<file path="src/rtl/lifo_thresh.sv">
// Single-clock LIFO stack with registered pop data, occupancy count, and
// programmable almost-full / almost-empty thresholds plus overflow/underflow pulses.
module lifo_thresh #(
  parameter int DWIDTH   = 8,
  parameter int AWIDTH   = 4,
  parameter int AF_LEVEL = 2**AWIDTH - 2,
  parameter int AE_LEVEL = 2
) (
  input  logic              clk_i,
  input  logic              srst_i,
  input  logic              flush_i,
  input  logic              wrreq_i,
  input  logic [DWIDTH-1:0] data_i,
  input  logic              rdreq_i,
  output logic [DWIDTH-1:0] q_o,
  output logic              empty_o,
  output logic              full_o,
  output logic              almost_full_o,
  output logic              almost_empty_o,
  output logic [AWIDTH:0]   usedw_o,
  output logic              overflow_o,
  output logic              underflow_o
);

  localparam int DEPTH = 2**AWIDTH;
  localparam logic [AWIDTH:0]   DEPTH_W = (AWIDTH+1)'(DEPTH);
  localparam logic [AWIDTH:0]   AF_W    = (AWIDTH+1)'(AF_LEVEL);
  localparam logic [AWIDTH:0]   AE_W    = (AWIDTH+1)'(AE_LEVEL);
  localparam logic [AWIDTH:0]   CNT_ONE = (AWIDTH+1)'(1);
  localparam logic [AWIDTH-1:0] ADR_ONE = AWIDTH'(1);

  logic [DWIDTH-1:0] mem [DEPTH];

  logic [AWIDTH:0]   usedw_reg, usedw_next;
  logic [DWIDTH-1:0] q_reg;
  logic              ovf_reg, ovf_next;
  logic              udf_reg, udf_next;
  logic              push_acc, pop_acc;
  logic [AWIDTH-1:0] top_addr, wr_addr;

  // Address of the current top word; wraps correctly to DEPTH-1 when full.
  assign top_addr = usedw_reg[AWIDTH-1:0] - ADR_ONE;
  // A push paired with a pop overwrites the slot being popped.
  assign wr_addr  = pop_acc ? top_addr : usedw_reg[AWIDTH-1:0];

  always_comb begin
    push_acc   = 1'b0;
    pop_acc    = 1'b0;
    ovf_next   = 1'b0;
    udf_next   = 1'b0;
    usedw_next = usedw_reg;
    if (srst_i || flush_i) begin
      usedw_next = '0;
    end else begin
      push_acc = wrreq_i && (usedw_reg != DEPTH_W);
      pop_acc  = rdreq_i && (usedw_reg != '0);
      ovf_next = wrreq_i && !push_acc;
      udf_next = rdreq_i && !pop_acc;
      if (push_acc && !pop_acc) begin
        usedw_next = usedw_reg + CNT_ONE;
      end else if (pop_acc && !push_acc) begin
        usedw_next = usedw_reg - CNT_ONE;
      end
    end
  end

  // Storage array: no reset so it maps onto block RAM.
  always_ff @(posedge clk_i) begin
    if (push_acc) begin
      mem[wr_addr] <= data_i;
    end
  end

  always_ff @(posedge clk_i) begin
    if (srst_i) begin
      usedw_reg <= '0;
      q_reg     <= '0;
      ovf_reg   <= 1'b0;
      udf_reg   <= 1'b0;
    end else begin
      usedw_reg <= usedw_next;
      ovf_reg   <= ovf_next;
      udf_reg   <= udf_next;
      if (pop_acc) begin
        q_reg <= mem[top_addr];
      end
    end
  end

  assign q_o            = q_reg;
  assign usedw_o        = usedw_reg;
  assign overflow_o     = ovf_reg;
  assign underflow_o    = udf_reg;
  assign empty_o        = (usedw_reg == '0);
  assign full_o         = (usedw_reg == DEPTH_W);
  assign almost_full_o  = (usedw_reg >= AF_W);
  assign almost_empty_o = (usedw_reg <= AE_W);

endmodule

</file>
<file path="config.mk">
export PLATFORM = sky130hd
export DESIGN_NAME = lifo_thresh
export DESIGN_NICKNAME = d
export VERILOG_FILES = /design/src/rtl/lifo_thresh.sv
export SDC_FILE = /design/constraint.sdc
export NUM_CORES = 1
export LEC_CHECK = 0
export CAP_MARGIN = 10
export CELL_PAD_IN_SITES_DETAIL_PLACEMENT = 0
export CELL_PAD_IN_SITES_GLOBAL_PLACEMENT = 1
export CORE_UTILIZATION = 40
export CTS_CLUSTER_SIZE = 30
export DETAILED_ROUTE_END_ITERATION = 6
export HOLD_SLACK_MARGIN = 0.05
export PLACE_DENSITY_LB_ADDON = 0.1
export SETUP_SLACK_MARGIN = 0.02
export SLEW_MARGIN = 15
export SYNTH_ARGS = -nofsm -noshare
export SYNTH_HDL_FRONTEND = slang
export SYNTH_SLANG_ARGS = --single-unit
</file>
<file path="constraint.sdc">
create_clock -name clk_i -period 6.8 [get_ports clk_i]
set_input_delay 0.68 -clock clk_i [delete_from_list [all_inputs] [get_ports clk_i]]
set_output_delay 0.68 -clock clk_i [all_outputs]
set_load 0.05 [all_outputs]
</file>
* After elaboration in Yosys (flattened, before gate mapping)
Memories as Yosys holds them, arrays and structs flattened. A register that Yosys moved wholly into a read port is not among the register bits.
Index checks and enable logic that the tools add are counted.
** Cells by class
- Magnitude comparators :: 2
- Eq/ne operators :: 2
- Add/subtract/negate cells :: 3
- Multiplexer cells :: 7
- Reductions and logical operators :: 13
** Operators with widths (count)
- two-way mux 5 bit :: 2
- logical AND 1 bit :: 6
- adder 5 x 1 -> 5 bit (second input constant) :: 1
- == test 5 bit (second input constant) :: 1
- >= comparator 5 x 4 -> 1 bit (second input constant) :: 1
- less-or-equal comparator 5 x 2 -> 1 bit (second input constant) :: 1
- logical NOT 5 bit :: 1
- inequality test 5 bit (second input constant) :: 1
- nonzero test 5 bit :: 1
- subtractor 5 x 1 -> 5 bit (second input constant) :: 1
- two-way mux 1 bit :: 4
- two-way mux 4 bit :: 1
- subtractor 4 x 1 -> 4 bit (second input constant) :: 1
- logical NOT 1 bit :: 2
- nonzero test 2 bit :: 1
- OR reduction 2 bit :: 1
- logical OR 1 bit :: 1
** Storage, ports and cells
- Memories :: 1
- Register bits :: 7
- Input bits :: 13
- RAM bits :: 128
- Logic and storage cells :: 31
- Output and inout bits :: 19
** Memory list
- mem :: words 16, width 8, rd ports 1, clocked after Yosys merged registers in 1, write ports 1, RTL line 32 : logic [DWIDTH-1:0] mem [DEPTH];

* Longest topological paths before layout
Gate-level depths: netlist of run 1.
- Depth after elaboration :: 6
- Mapped depth :: 15

* Worst setup path before layout of run 1
OpenSTA, ideal clock, no wires.
- Kind :: flip-flop to output port
- Start point :: register usedw_reg[0], in the netlist usedw_o[0]
- End point :: output almost_empty_o
- Arrival time :: 3.565 ns
- Data required time :: 6.120 ns
- Cell stages (with the launch flop) :: 5
- Path slack :: 2.555 ns
- Cell sequence :: dfxtp_1 > buf_2 > buf_2 > buf_2 > a2111oi_0
** On the way
- Cells in the longest elaborated chain, start to end :: 1
** RTL lines
- start, declared :: RTL line 34 : logic [AWIDTH:0] usedw_reg, usedw_next;
- start signal, assigned :: RTL line 81 : usedw_reg <= usedw_next;
- less-or-equal comparator 5 x 2 -> 1 bit :: RTL line 97 : assign almost_empty_o = (usedw_reg <= AE_W);
- end, declared :: RTL line 19 : output logic almost_empty_o,
No other way between the ends.

* Worst setup path after layout of run 1
- Start point :: register usedw_reg[0], in the netlist usedw_o[0]
- End point :: memory mem[15][5], enable pin
** On the way
- Elaborated cells on any way between the ends :: 10
- Classes of those cells :: add/sub (1); eq/ne (1); mux (5); reduce/logical (3)
** RTL lines
- subtractor 4 x 1 -> 4 bit :: RTL line 42 : assign top_addr = usedw_reg[AWIDTH-1:0] - ADR_ONE;
- net top_addr[0] :: RTL line 39 : logic [AWIDTH-1:0] top_addr, wr_addr;
- two-way mux 4 bit :: RTL line 44 : assign wr_addr = pop_acc ? top_addr : usedw_reg[AWIDTH-1:0];
- end, declared :: RTL line 32
The timed path passes the listed nets, and every way through them passes these cells.

==> results of run 1 <==
## registers in the layout, summed over array words and instances, names as in the netlist
name	cells
usedw_o	5
mem	128
underflow_o	1
overflow_o	1
q_o	8
## layout make-up
class / count / area, sq um / area share
multi-input combinational: 176 / 1630 / 0.235
tap: 180 / 225 / 0.0326
clock inverter: 8 / 78.8 / 0.0114
timing repair buffer: 33 / 325 / 0.0471
inverter: 5 / 18.8 / 0.00272
sequential: 143 / 4150 / 0.600
clock buffer: 24 / 492 / 0.0712
## power by group through the flow
stage          Combinational, mW  Sequential [mW]  Clock (mW)
4_1_cts                    0.594             1.03       0.904
2_1_floorplan              0.369             1.09           0
5_1_grt                    0.636             1.03       0.942
3_3_place_gp               0.597             1.04           0
6_report                   0.587             1.03       0.889
3_5_place_dp               0.591             1.05           0
## cell usage in the layout (no fill, tap or decap), drive strengths merged, types with 2 or more instances in the layout
master           n
nor2b            2
o41ai            8
a211oi           2
a21oi           12
o21ai            2
nand3            2
nor3             7
clkinv           3
clkbuf          24
or4              9
dfxtp           15
or3              4
inv              8
xor2             4
ha               8
and2             2
buf              2
nand2            8
edfxtp         128
clkdlybuf4s50   31
mux4            32
nor2            53
xnor2            3
a31oi            4
## per-stage QoR
| step | instance area (sq um) | power [mW] | utilization |
|---|---|---|---|
| 4_1_cts | 6910 | 2.52 | 0.490 |
| 3_5_place_dp | 6340 | 1.64 | 0.450 |
| 3_3_place_gp | 6340 | 1.64 | 0.450 |
| 5_1_grt | 6910 | 2.61 | 0.490 |
| 6_report | 6910 | 2.50 | 0.490 |
| 2_1_floorplan | 5870 | 1.46 | - |
## kinds of logic (layout without fill, tap and decap cells)
logic type / after synthesis / after routing / share of synthesized area
flops: 143 / 143 / 0.706
simple gates: 94 / 94 / 0.0815
compound gates: 33 / 33 / 0.0401
mux: 33 / 33 / 0.125
buf+inv: 20 / 70 / 0.0168
fa+ha+maj: 9 / 9 / 0.0205
xor+xnor: 7 / 7 / 0.0104
## worst reg2reg max path: stages, from the launching register on
cell	delay, ns
dfxtp_2	0.62
buf_4	0.54
inv_1	0.32
ha_1	0.28
or4b_4	0.23
inv_2	0.07
a211oi_4	0.48
a21oi_2	0.07
or3_4	0.41
nor2_1	0.64
## cell usage after synthesis, types with 2 or more instances
library cell  instances
edfxtp_1            128
a21oi_1              11
clkbuf_1              3
mux4_2               32
or4_1                 8
xor2_1                4
o21ai_0               2
xnor2_1               3
nand2_1               7
o41ai_1               8
buf_2                10
a31oi_1               4
ha_1                  8
nor2_1               52
nor2b_1               2
inv_1                 4
nand3_1               2
or3_1                 2
or3_4                 2
dfxtp_1              15
nor3_1                7
## routing by layer
| metal | vias to the layer above | share of wire |
|---|---|---|
| li1 | 1419 | - |
| met1 | 1600 | 0.47 |
| met2 | 86 | 0.46 |
| met3 | 8 | 0.056 |
| met4 | 0 | 0.0090 |
| met5 | - | 0 |
## worst max-delay path by stage
stage,start,end,slack (ns),depth (start not counted)
6_report,usedw_o[0],mem[15][5],2.76,9
5_1_grt,usedw_o[0],mem[15][7],2.37,9
4_1_cts,usedw_o[0],mem[15][5],2.68,9
3_5_place_dp,usedw_o[0],mem[15][2],2.68,9
3_3_place_gp,usedw_o[0],mem[15][4],2.73,9
2_1_floorplan,usedw_o[0],almost_empty_o,2.55,4
==> impl_metrics.ini, run 1 <==
[status]
status = completed

[worst_setup_path]
critPathMaxFanout = 31
cp_top_family = simple AND/OR/NAND/NOR gates
worstSetupPathType = register to register
crit_buf_inv = 3
worstPathRequired_ns = 6.84
crit_path_start_kind = register
crit_slowest_cell = nor2_1
reg2regPathDepth = 9
cp_cell_sequence = buf_4 -> inv_1 -> ha_1 -> or4b_4 -> inv_2 -> a211oi_4 -> a21oi_2 -> or3_4 -> nor2_1
reg2reg_from = usedw_o[0]
regToRegSetupSlack_ns = 2.76
crit_path_end_kind = register
max_stage_delay_ns = 0.64
r2r-end = mem[15][5]
worst_ep_arrival_time_ns = 4.08

[global_route]
use_met1 = 0.267
grt_start_max_net_pins = 37
use_met3 = 0.0544
grt_pass1_wl_um = 19600
grt_busiest_layer = met2
track_usage = 0.189
grt_overflow = 0
use_met2 = 0.285
grt_antenna_before_repair = 0
first_global_vias = 3135

[worst_hold_path]
min_path_type = register to register
min_from = usedw_o[4]
holdPathEnd = usedw_o[4]
hold-path-cell-count = 2

[routing]
vias_per_cell = 5.47
routed_wl_um = 13000
drc = 0
wire_per_inst_um = 22.9
ant_nets = 0
vias = 3113
drt_iter0_drc = 318
drt-pass1-iter-count = 4

[timing]
fin_skew_ns = 0.00721
slew_headroom = 0.448
timing.final.max_slew_violations = 0
max_freq_mhz = 247
finalHoldViolations = 0
finalCritPeriodShare = 0.594
rsz0062_at_grt = false
hold_ws_ns = 0.549
setup_viol = 0
max_slew.worst_pin.slew_ns = 0.825
min_period_ns = 4.04
fin_ws_ns = 2.76
setup_tns_ns = 0

[floorplanning]
die_w_um = 123
coreArea_sq_mm = 0.0141
start_util = 0.416
ios = 32
num_rows = 43
die-area_sq_mm = 0.0152
die-height_um = 123

[placement]
gp_congestion = 0.823
dp_cells = 537
dp_slack_ns = 2.68
numPortBuffers = 31
dpl.hpwl_um = 8610

[clock_network]
clk_latency_ns = 0.41
htreeDepth = 4
cts_tree = built
cts.clk_slew.worst_paths_ns = 0.06
cts_setup_buffers = 0
cts_inserted_buffers = 17
cts_resized = 0
cts_root_buf = clkbuf_16
holdBufCountCts = 0
cts_buffer_depth = 2
cts.sinks = 143

[cells_and_area]
num_antenna_cells = 0
syn2layout_area_growth_pct = 17.8
finalNetCount = 398
drive_gt1_frac = 0.195
fillers = 1208
layoutNonFillerInstCount = 569

[synth]
synth_seq_cells = 143
synth_top_cell_by_area = edfxtp_1
synth_area_sq_mm = 0.00587
synthCells = 339
yosysSeqAreaShare = 0.706
synthTopCellsByArea = edfxtp_1 (66%), mux4_2 (12%), dfxtp_1 (5.1%)
ys.warnings.count = 0
ys_types = 46
yosysTopAreaCellShare = 0.655
postSynthAreaPerCell_sq_um = 17.3
syn_nets = 361
synthArstFlopShare = 0
synth_flop_cell = edfxtp_1
synth_edf_count = 128

[pwr]
ir_worst_vdd_v = 0.000190
seq_power_share = 0.410
p_leak_nw = 2.19
p_sw_mw = 0.741
combPwrFrac = 0.235
switching_share = 0.296
power.internal_mw = 1.76
power_density_mw_per_mm2 = 362
power_frac_clock = 0.355

[run]
max-cap-violations = 0
Power figures use the tool's default switching activity.
==> inputs of run 2 (changes only) <==
clock period = 4.1 ns   (was 6.8 ns; I/O delays follow)
==> impl_metrics.ini, run 2 (same netlist as run 1, synthesis figures left out) <==
[status]
status = completed

[clock_network]
cts_tree = built
cts_setup_buffers = 0
cts.clk_slew.worst_paths_ns = 0.06
cts_resized = 0
htreeDepth = 4
cts_root_buf = clkbuf_16
cts_inserted_buffers = 17
cts.sinks = 143
clk_latency_ns = 0.42
holdBufCountCts = 0
cts_buffer_depth = 2

[placement]
dp_cells = 546
dp_slack_ns = 0.663
gp_congestion = 0.761
place_area_sq_mm = 0.00641
numPortBuffers = 31
dpl.hpwl_um = 8520

[worst_setup_path]
critPathMaxFanout = 13
worstPathRequired_ns = 4.14
reg2reg_from = usedw_o[1]
crit_path_start_kind = register
cp-startpoint = usedw_o[1]
cp_cell_sequence = inv_1 -> ha_1 -> or4b_4 -> inv_2 -> a211oi_4 -> a21oi_2 -> or3_4 -> nor2_1
max_stage_delay_ns = 0.62
worstSetupPathType = register to register
worst_ep_arrival_time_ns = 3.28
crit_path_end_kind = register
crit_slowest_cell = dfxtp_1

[cells_and_area]
final_cell_mix = edfxtp_1 (128), nor2_1 (52), mux4_2 (32), clkdlybuf4s50_1 (31), clkbuf_16 (17)
final_common_cell = edfxtp_1
final_core_util = 0.499
num_antenna_cells = 0
layoutNonFillerInstCount = 578
finalNetCount = 407
fillers = 1202
drive_gt1_frac = 0.216
largest_reg_flops = 128
top_register = mem
design_area_sq_mm = 0.00703
syn2layout_area_growth_pct = 19.8

[routing]
vias_per_cell = 5.41
wire_per_inst_um = 22.3
vias = 3127
drc = 0
drt-pass1-iter-count = 4
ant_nets = 0
drt_iter0_drc = 181
routed_wl_um = 12900

[pwr]
power_density_mw_per_mm2 = 608
ir_worst_vdd_v = 0.000272
power.internal_mw = 3.04
p_leak_nw = 2.25
switching_share = 0.288
p_total_mw = 4.28
combPwrFrac = 0.232
p_sw_mw = 1.23
power_frac_clock = 0.374
seq_power_share = 0.395

[timing]
hold_ws_ns = 0.568
setup_viol = 0
finalCritPeriodShare = 0.789
slew_headroom = 0.414
setup_tns_ns = 0
min_period_ns = 3.24
fin_ws_ns = 0.864
rsz0062_at_grt = false
fin_skew_ns = 0.00865
max_slew.worst_pin.slew_ns = 0.875
finalHoldViolations = 0
timing.final.max_slew_violations = 0
max_freq_mhz = 309

[floorplanning]
num_rows = 43
die_w_um = 123
die-height_um = 123
start_util = 0.416
ios = 32
die-area_sq_mm = 0.0152
coreArea_sq_mm = 0.0141

[worst_hold_path]
min_path_type = register to register
min_from = usedw_o[4]

[run]
max-cap-violations = 0

[global_route]
first_global_vias = 3193
grt_pass1_wl_um = 19400
grt_overflow = 0
grt_start_max_net_pins = 42
track_usage = 0.189
grt_antenna_before_repair = 0
[run 2: cell types whose count changed in the layout (fill, tap and decap cells not counted), sizes merged]
cell      previous run  this run
inv                  8         7
clkbuf              24        19
clkinvlp             1         3
clkinv               3         4
buf                  2        11
bufinv               1         4
[run 2: final timing paths]
path | to | slack, ns | depth (start not counted)
setup / recovery | mem[15][2] | 0.86 | 8
hold reg to reg | usedw_o[4] | 0.57 | 2
hold / removal | usedw_o[4] | 0.57 | 2
setup reg to reg | mem[15][2] | 0.86 | 8
[run 2: layout make-up]
| type | count | area [sq um] | share of cell area |
|---|---|---|---|
| clock buffers | 19 | 433 | 0.0616 |
| clock inverters | 13 | 188 | 0.0267 |
| inverters | 5 | 18.8 | 0.00267 |
| multi-input cells | 176 | 1630 | 0.231 |
| flip-flops and latches | 143 | 4150 | 0.590 |
| well taps | 180 | 225 | 0.0320 |
| repair buffers | 42 | 393 | 0.0559 |
[run 2: worst max-delay path: cells and delay by family (launching register included)]
| family | cells | cell delay [ns] |
|---|---|---|
| simple gates | 3 | 1.20 |
| compound gates | 2 | 0.56 |
| fa+ha+maj | 1 | 0.23 |
| flops | 1 | 0.62 |
| buf+inv | 2 | 0.25 |
[run 2: routing by layer]
metal  vias up  track usage  wire (um)
met2        62        0.301       6350
met5         -            0          0
met4         0       0.0655        104
li1       1440            -          -
met1      1616        0.254       5970
met3         9       0.0438        481
[run 2: power by group through the flow]
stage | clock, mW | sequential, mW | combinational (mW)
after floorplan | 0 | 1.80 | 0.612
after global placement | 0 | 1.72 | 1.00
after detailed placement | 0 | 1.72 | 1.00
after CTS | 1.63 | 1.69 | 1.01
after global routing | 1.69 | 1.69 | 1.08
final | 1.60 | 1.69 | 0.990
==> inputs of run 3 (changes only) <==
clock period = 3.1 ns   (was 4.1 ns; I/O delays follow)
==> impl_metrics.ini, run 3 (same netlist as run 1, synthesis figures left out) <==
[placement]
place_area_sq_mm = 0.00652
dp_slack_ns = 0.200
dp_cells = 552
gp_congestion = 0.803
numPortBuffers = 31
dpl.hpwl_um = 8770

[floorplanning]
die-area_sq_mm = 0.0152
coreArea_sq_mm = 0.0141
ios = 32
die_w_um = 123
die-height_um = 123
start_util = 0.416
num_rows = 43

[global_route]
grt_overflow = 0
first_global_vias = 3312
track_usage = 0.193
grt_pass1_wl_um = 20000
grt_antenna_before_repair = 0
grt_start_max_net_pins = 31

[cells_and_area]
layoutNonFillerInstCount = 583
num_antenna_cells = 0
drive_gt1_frac = 0.263
final_core_util = 0.504
top_register = mem
largest_reg_flops = 128
syn2layout_area_growth_pct = 21.0
fillers = 1185
final_common_cell = edfxtp_1
design_area_sq_mm = 0.00710
final_cell_mix = edfxtp_1 (128), nor2_1 (41), mux4_2 (32), clkdlybuf4s50_1 (30), buf_4 (18)
finalNetCount = 413

[worst_hold_path]
min_path_type = input pin to register
min_from = wrreq_i
holdPathEnd = overflow_o
hold-path-cell-count = 2

[timing]
setup_viol = 0
max_slew.worst_pin.slew_ns = 0.883
timing.final.max_slew_violations = 0
slew_headroom = 0.409
rsz0062_at_grt = false
fin_skew_ns = 0.00679
min_period_ns = 2.77
finalHoldViolations = 0
finalCritPeriodShare = 0.893
fin_ws_ns = 0.332
setup_tns_ns = 0
max_freq_mhz = 361

[clock_network]
cts_resized = 0
cts_setup_buffers = 0
cts_inserted_buffers = 17
clk_latency_ns = 0.42
cts.sinks = 143
cts_buffer_depth = 2
cts.clk_slew.worst_paths_ns = 0.06
htreeDepth = 4
cts_root_buf = clkbuf_16
holdBufCountCts = 0
cts_tree = built

[routing]
drt-pass1-iter-count = 4
vias = 3177
vias_per_cell = 5.45
ant_nets = 0
drt_iter0_drc = 257
wire_per_inst_um = 22.4
drc = 0
routed_wl_um = 13100

[status]
status = completed

[worst_setup_path]
worst_ep_arrival_time_ns = 3.08
reg2reg_from = usedw_o[0]
crit_path_end_kind = register
reg2regPathDepth = 12
critPathMaxFanout = 8
r2r-end = usedw_o[4]
crit_path_start_kind = register
worstPathRequired_ns = 3.41
worstSetupPathType = register to register
regToRegSetupSlack_ns = 0.33

[pwr]
combPwrFrac = 0.249
ir_worst_vdd_v = 0.000369
p_sw_mw = 1.64
power_density_mw_per_mm2 = 789
switching_share = 0.292
seq_power_share = 0.395
p_leak_nw = 2.27
power.internal_mw = 3.97
power_frac_clock = 0.355

[run]
max-cap-violations = 0
-- run 3: cell count changes in the layout (fill, tap and decap cells not counted), moves of 2 or more --
cell and change:
nor2_1 -11, nor2_2 +11, buf_4 +7, clkinv_1 +4
ha_1 -2, ha_4 +2, inv_1 -2, inv_6 -2
-- run 3: worst max path at each step --
stage,from,endpoint,slack [ns]
after global routing,usedw_o[0],usedw_o[0],0.17
after floorplan,usedw_o[0],mem[0][0],-0.05
after CTS,usedw_o[0],usedw_o[0],0.25
after global placement,flush_i,mem[15][2],0.27
after detailed placement,flush_i,mem[15][4],0.20
final,usedw_o[0],usedw_o[4],0.33
-- run 3: final cells by class --
| cell class | count | area, sq um | share of cell area |
|---|---|---|---|
| sequential | 143 | 4150 | 0.584 |
| multi-input combinational | 176 | 1690 | 0.238 |
| timing repair buffer | 48 | 435 | 0.0613 |
| clock buffer | 18 | 429 | 0.0604 |
| tap | 180 | 225 | 0.0317 |
| clock inverter | 13 | 148 | 0.0208 |
| inverter | 5 | 22.5 | 0.00317 |
-- run 3: metrics by stage --
stage	hold WS [ns]	power [mW]
after floorplan	0.377	3.25
after global routing	0.524	5.84
after CTS	0.512	5.66
after detailed placement	0.575	3.67
final	0.538	5.60
after global placement	0.574	3.67
-- run 3: worst max-delay path, stage by stage (launching register included) --
cell	delay, ns
dfxtp_4	0.35
clkinvlp_4	0.16
ha_4	0.15
or4b_4	0.51
nand2_4	0.09
ha_4	0.16
inv_2	0.06
ha_1	0.28
nor2b_1	0.13
o21a_1	0.18
or3_1	0.30
a21o_1	0.17
mux2i_1	0.11
-- run 3: power groups by stage --
stage | registers [mW] | clock network [mW] | logic, mW
6_report | 2.22 | 1.99 | 1.40
5_1_grt | 2.22 | 2.10 | 1.52
4_1_cts | 2.22 | 2.03 | 1.42
2_1_floorplan | 2.39 | 0 | 0.861
3_5_place_dp | 2.26 | 0 | 1.41
3_3_place_gp | 2.25 | 0 | 1.41
-- run 3: metal layers --
| layer | routed length, um | GRT usage | share of wire |
|---|---|---|---|
| met5 | 0 | 0 | 0 |
| met4 | 216 | 0.0768 | 0.017 |
| met3 | 742 | 0.0503 | 0.057 |
| met2 | 5870 | 0.284 | 0.45 |
| met1 | 6220 | 0.274 | 0.48 |
